`src/rtl/sgpr_rd_port_arbiter.sv`:
```
// Eight-client round-robin read arbiter in front of the SGPR read mux, with a
// grant pipeline that tags returning data. Optional counters: SGPR_RD_ARB_PERF_EN.
module sgpr_rd_port_arbiter #(
   parameter int unsigned RD_LATENCY = 1
) (
   input  logic        clk,
   input  logic        rst,
   input  logic        req0_valid,
   input  logic        req1_valid,
   input  logic        req2_valid,
   input  logic        req3_valid,
   input  logic        req4_valid,
   input  logic        req5_valid,
   input  logic        req6_valid,
   input  logic        req7_valid,
   input  logic [8:0]  req0_addr,
   input  logic [8:0]  req1_addr,
   input  logic [8:0]  req2_addr,
   input  logic [8:0]  req3_addr,
   input  logic [8:0]  req4_addr,
   input  logic [8:0]  req5_addr,
   input  logic [8:0]  req6_addr,
   input  logic [8:0]  req7_addr,
   output logic        req0_ack,
   output logic        req1_ack,
   output logic        req2_ack,
   output logic        req3_ack,
   output logic        req4_ack,
   output logic        req5_ack,
   output logic        req6_ack,
   output logic        req7_ack,
   output logic        port0_rd_en,
   output logic        port1_rd_en,
   output logic        port2_rd_en,
   output logic        port3_rd_en,
   output logic        port4_rd_en,
   output logic        port5_rd_en,
   output logic        port6_rd_en,
   output logic        port7_rd_en,
   output logic [8:0]  port0_rd_addr,
   output logic [8:0]  port1_rd_addr,
   output logic [8:0]  port2_rd_addr,
   output logic [8:0]  port3_rd_addr,
   output logic [8:0]  port4_rd_addr,
   output logic [8:0]  port5_rd_addr,
   output logic [8:0]  port6_rd_addr,
   output logic [8:0]  port7_rd_addr,
   input  logic [31:0] port_rd_data,
   output logic [7:0]  resp_valid,
   output logic [31:0] resp_data
`ifdef SGPR_RD_ARB_PERF_EN
   ,
   output logic [31:0] perf_grants,
   output logic [31:0] perf_conflicts
`endif
);

   logic [7:0] valid;
   logic [8:0] addr   [8];
   logic [8:0] addr_q [8];
   logic [7:0] pipe_q [RD_LATENCY+1];
   logic [7:0] grant;
   logic [2:0] ptr_q, ptr_d;
   logic [2:0] idx, win;
   logic       any;
   logic       run_q;

   assign valid = {req7_valid, req6_valid, req5_valid, req4_valid,
                   req3_valid, req2_valid, req1_valid, req0_valid};
   assign addr[0] = req0_addr;
   assign addr[1] = req1_addr;
   assign addr[2] = req2_addr;
   assign addr[3] = req3_addr;
   assign addr[4] = req4_addr;
   assign addr[5] = req5_addr;
   assign addr[6] = req6_addr;
   assign addr[7] = req7_addr;

   // Scan from the pointer upward with 3-bit wrap; run_q blocks the first cycle out of reset.
   always_comb begin
      any   = 1'b0;
      win   = '0;
      idx   = '0;
      grant = '0;
      for (int unsigned i = 0; i < 8; i++) begin
         idx = ptr_q + 3'(i);
         if (!any && run_q && valid[idx]) begin
            any = 1'b1;
            win = idx;
         end
      end
      if (any) grant = 8'd1 << win;
      ptr_d = any ? win + 3'd1 : ptr_q;
   end

   always_ff @(posedge clk or negedge rst) begin
      if (!rst) begin
         run_q <= 1'b0;
         ptr_q <= '0;
         for (int unsigned k = 0; k <= RD_LATENCY; k++) pipe_q[k] <= '0;
         for (int unsigned n = 0; n < 8; n++) addr_q[n] <= '0;
      end else begin
         run_q     <= 1'b1;
         ptr_q     <= ptr_d;
         pipe_q[0] <= grant;
         for (int unsigned k = 1; k <= RD_LATENCY; k++) pipe_q[k] <= pipe_q[k-1];
         for (int unsigned n = 0; n < 8; n++)
            if (grant[n]) addr_q[n] <= addr[n];
      end
   end

   assign {req7_ack, req6_ack, req5_ack, req4_ack,
           req3_ack, req2_ack, req1_ack, req0_ack} = grant;
   // Stage 0 of the grant pipe is the registered read enable itself.
   assign {port7_rd_en, port6_rd_en, port5_rd_en, port4_rd_en,
           port3_rd_en, port2_rd_en, port1_rd_en, port0_rd_en} = pipe_q[0];
   assign port0_rd_addr = addr_q[0];
   assign port1_rd_addr = addr_q[1];
   assign port2_rd_addr = addr_q[2];
   assign port3_rd_addr = addr_q[3];
   assign port4_rd_addr = addr_q[4];
   assign port5_rd_addr = addr_q[5];
   assign port6_rd_addr = addr_q[6];
   assign port7_rd_addr = addr_q[7];
   assign resp_valid    = pipe_q[RD_LATENCY];
   assign resp_data     = port_rd_data;

`ifdef SGPR_RD_ARB_PERF_EN
   logic [31:0] grants_q, conflicts_q;

   always_ff @(posedge clk or negedge rst) begin
      if (!rst) begin
         grants_q    <= '0;
         conflicts_q <= '0;
      end else begin
         if (any) grants_q <= grants_q + 32'd1;
         if ($countones(valid) > 1) conflicts_q <= conflicts_q + 32'd1;
      end
   end

   assign perf_grants    = grants_q;
   assign perf_conflicts = conflicts_q;
`endif

endmodule

```
`config.mk`:
```
export PLATFORM = sky130hd
export DESIGN_NAME = sgpr_rd_port_arbiter
export DESIGN_NICKNAME = d
export VERILOG_FILES = /design/src/rtl/sgpr_rd_port_arbiter.sv
export SDC_FILE = /design/constraint.sdc
export NUM_CORES = 1
export LEC_CHECK = 0
export BUFFER_PORTS_ARGS = -buffer_cell sky130_fd_sc_hd__buf_2
export CORE_MARGIN = 4
export CORE_UTILIZATION = 50
export DETAILED_ROUTE_END_ITERATION = 16
export GPL_TIMING_DRIVEN = 0
export PLACE_DENSITY_LB_ADDON = 0.2
export SLEW_MARGIN = 40
export SYNTH_ARGS = -nofsm -noshare
export SYNTH_HDL_FRONTEND = slang
export SYNTH_SLANG_ARGS = --single-unit
```
`constraint.sdc`:
```
create_clock -name clk -period 12.51 [get_ports clk]
set_clock_uncertainty 0.1 [all_clocks]
set_input_delay 2.502 -clock clk [delete_from_list [all_inputs] [get_ports clk]]
set_output_delay 2.502 -clock clk [all_outputs]
set_load 0.05 [all_outputs]
```
==> impl_metrics.toml <==
[timing]
maxSlewViolCount = 0
layout_setup_ws_ps = 4040
rsz0062_at_grt = "no"
period_minus_slack_ps = 8470
worst_pin_slew_ps = 509
setup_viol = 0
slew_headroom_pct = 65.6
fmax_ghz = 0.118
fin_tns_setup_ps = 0
period_share_pct = 67.7
hold_viol = 0

[grt]
grt_max_degree = 49
antenna_found_initial = 0
first_global_vias = 3590
grt_pass1_wl_um = 17600
grt_usage_pct = 19.2
overflow = 0

[cells_and_area]
nets = 684
drive_above_1_share_pct = 67.5
area_delta_synth_final_pct = 29.4
antenna_cells = 0
final_cells = 700
fillers = 755

[floorplanning]
die_y_um = 108
placeableCoreArea_um2 = 9770
start_util_pct = 51.2
std_cell_rows = 36
num_io_pins = 242
die_area_um2 = 11700
die_w_um = 108

[run]
drv_cap = 0

[outcome]
outcome = "completed"

[critical_path]
critical_path_arrival_ps = 5860
rr_startpoint = "ptr_q[1]"
cpPeakStageDelay_ps = 590
cp_max_fo = 11
crit_start = "req1_valid"
path_class = "input pin to output port"
crit_buf_inv = 2
cp_top_family = "compound AO/OA/AOI/OAI gates"
crit_slowest_cell = "mux4_1"
cp_cell_sequence = "buf_2 > mux4_1 > a22oi_2 > a21boi_2 > nand3_4 > o2111a_1 > o22ai_1 > ha_1 > nand2b_1 > a21oi_4 > buf_2"
cp_data_required_time_ps = 9910
cp_common_cell = "buf_2"
crit_path_end_kind = "output port"
startpoint_type = "input pin"

[yosys]
synth_top_area_share_pct = 46.0
synth_cells = 342
yosysWarnings = 0
synth_area_um2 = 5000
synth_area_leaders = "dfrtp_1, mux2_4, mux2_2"
synth-seq-area-share_pct = 46.0
synth.most_common_cell = "dfrtp_1"
synthArstFlopShare_pct = 100
synth_flop_cell = "dfrtp_1"
synth_top_cells_by_count = "dfrtp_1, mux2_4, buf_4"
synthesis.nets = 463
yosysTopAreaCell = "dfrtp_1"
ys_types = 58
synth-edff-count = 0
synth-seq-cells = 92
syn_avg_cell_area_um2 = 14.6

[place]
hpwl_um = 9180
io_buffers = 209
gp_congestion = 0.867
dp.cells = 685
pre_cts_ws_ps = 4080

[routing]
drt-total-wl_um = 11700
avgRoutedWirePerCell_um = 16.7
drc_errors = 0
dr.pass1.iters = 5
drt_iter0_markers = 237
routed-via-count = 3557
vias_per_cell = 5.08
ant_nets = 0

[clock_network]
hold_buffers = 0
cts_tree = "built"
clk_pin_slew_ps = 90
cts_buffer_depth = 2
clkSinkCount = 92
numCtsBuffers = 9
worst_skew_pair.late_latency_ps = 360
htree_levels = 3
cts-root-buf = "clkbuf_8"
cts.repair.resized = 0
post_cts_buffers = 0

[worst_hold_path]
min-delay-start = "port4_rd_en"
min_path_type = "flop to flop"
layout make-up:
class | count | area, um^2 | share of cell area, %
Buffer | 46 | 375 | 5.80
Clock buffer | 9 | 124 | 1.91
Clock inverter | 6 | 101 | 1.57
Inverter | 4 | 15.0 | 0.232
Multi-Input combinational cell | 200 | 2310 | 35.7
Sequential cell | 92 | 2300 | 35.6
Tap cell | 133 | 166 | 2.57
Timing Repair Buffer | 210 | 1080 | 16.7
cell usage in the layout (no fill, tap or decap), types with 3 or more instances in the layout:
| cell type | count |
|---|---|
| inv_1 | 4 |
| buf_6 | 5 |
| buf_2 | 212 |
| o22ai_1 | 4 |
| ha_1 | 7 |
| a21oi_4 | 4 |
| mux2_4 | 56 |
| nand3_1 | 6 |
| nand2_1 | 16 |
| mux4_1 | 5 |
| dfrtp_1 | 92 |
| nor2_1 | 3 |
| mux2i_1 | 12 |
| nor3b_2 | 3 |
| clkbuf_8 | 11 |
| nor2b_1 | 3 |
| nand2b_4 | 3 |
| nand4_1 | 3 |
| buf_4 | 32 |
| a21oi_1 | 3 |
| mux2_2 | 24 |
| mux4_2 | 6 |
| nand2b_1 | 4 |
registers in the layout, indices dropped and copies added, names as in the netlist:
| register | cells |
|---|---|
| port0_rd_addr | 9 |
| port0_rd_en | 1 |
| port1_rd_addr | 9 |
| port1_rd_en | 1 |
| port2_rd_addr | 9 |
| port2_rd_en | 1 |
| port3_rd_addr | 9 |
| port3_rd_en | 1 |
| port4_rd_addr | 9 |
| port4_rd_en | 1 |
| port5_rd_addr | 9 |
| port5_rd_en | 1 |
| port6_rd_addr | 9 |
| port6_rd_en | 1 |
| port7_rd_addr | 9 |
| port7_rd_en | 1 |
| ptr_q | 3 |
| resp_valid | 8 |
| run_q | 1 |
worst paths after layout:
path,to,slack (ps),cells past startpoint
max reg2reg,port3_rd_addr[1],7930,13
min reg2reg,resp_valid[4],280,0
min in group asynchronous,port5_rd_en,1940,1
max,req3_ack,4040,11
max in group asynchronous,ptr_q[1],9800,2
min,resp_valid[4],280,0
worst reg2reg max path, cell delays in order (launching register included):
cell	delay (ps)
dfrtp_1	390
clkbuf_1	380
inv_1	230
ha_1	280
xor2_1	330
mux4_2	640
o21ai_2	250
nand3_4	150
o2111a_1	280
o22ai_1	340
ha_1	250
nand2b_1	100
a21oi_4	420
mux2_4	350
metrics by stage:
step | hold WS (ps) | utilization (%) | instance area, um^2
2_1_floorplan | 572 | - | 5000
3_3_place_gp | 251 | 63.6 | 6210
3_5_place_dp | 258 | 63.9 | 6250
4_1_cts | 284 | 66.2 | 6470
5_1_grt | 295 | 66.2 | 6470
6_report | 280 | 66.2 | 6470
per-layer routing:
| layer | up-vias | global-route usage [%] | share of wire, % |
|---|---|---|---|
| li1 | 1652 | - | - |
| met4 | 0 | 4.24 | 1.0 |
| met5 | - | 0 | 0 |
| met1 | 1723 | 24.6 | 40 |
| met3 | 12 | 4.96 | 8.4 |
| met2 | 170 | 33.1 | 50 |
cells by family (layout without fill, tap and decap cells):
logic type / count (synthesis) / in the layout / share of synthesized area [%]
flip-flops: 92 / 92 / 46.0
other: 1 / 1 / 0.0750
buffers and inverters: 50 / 275 / 7.81
multiplexers: 103 / 103 / 29.9
AO/OA/AOI/OAI: 30 / 30 / 6.25
AND/OR/NAND/NOR: 57 / 57 / 7.78
adder cells (fa/ha/maj): 7 / 7 / 1.75
XOR/XNOR: 2 / 2 / 0.350
Power is not shown: default switching activity piles up to over one toggle a cycle in this logic, so the estimate is an artifact.
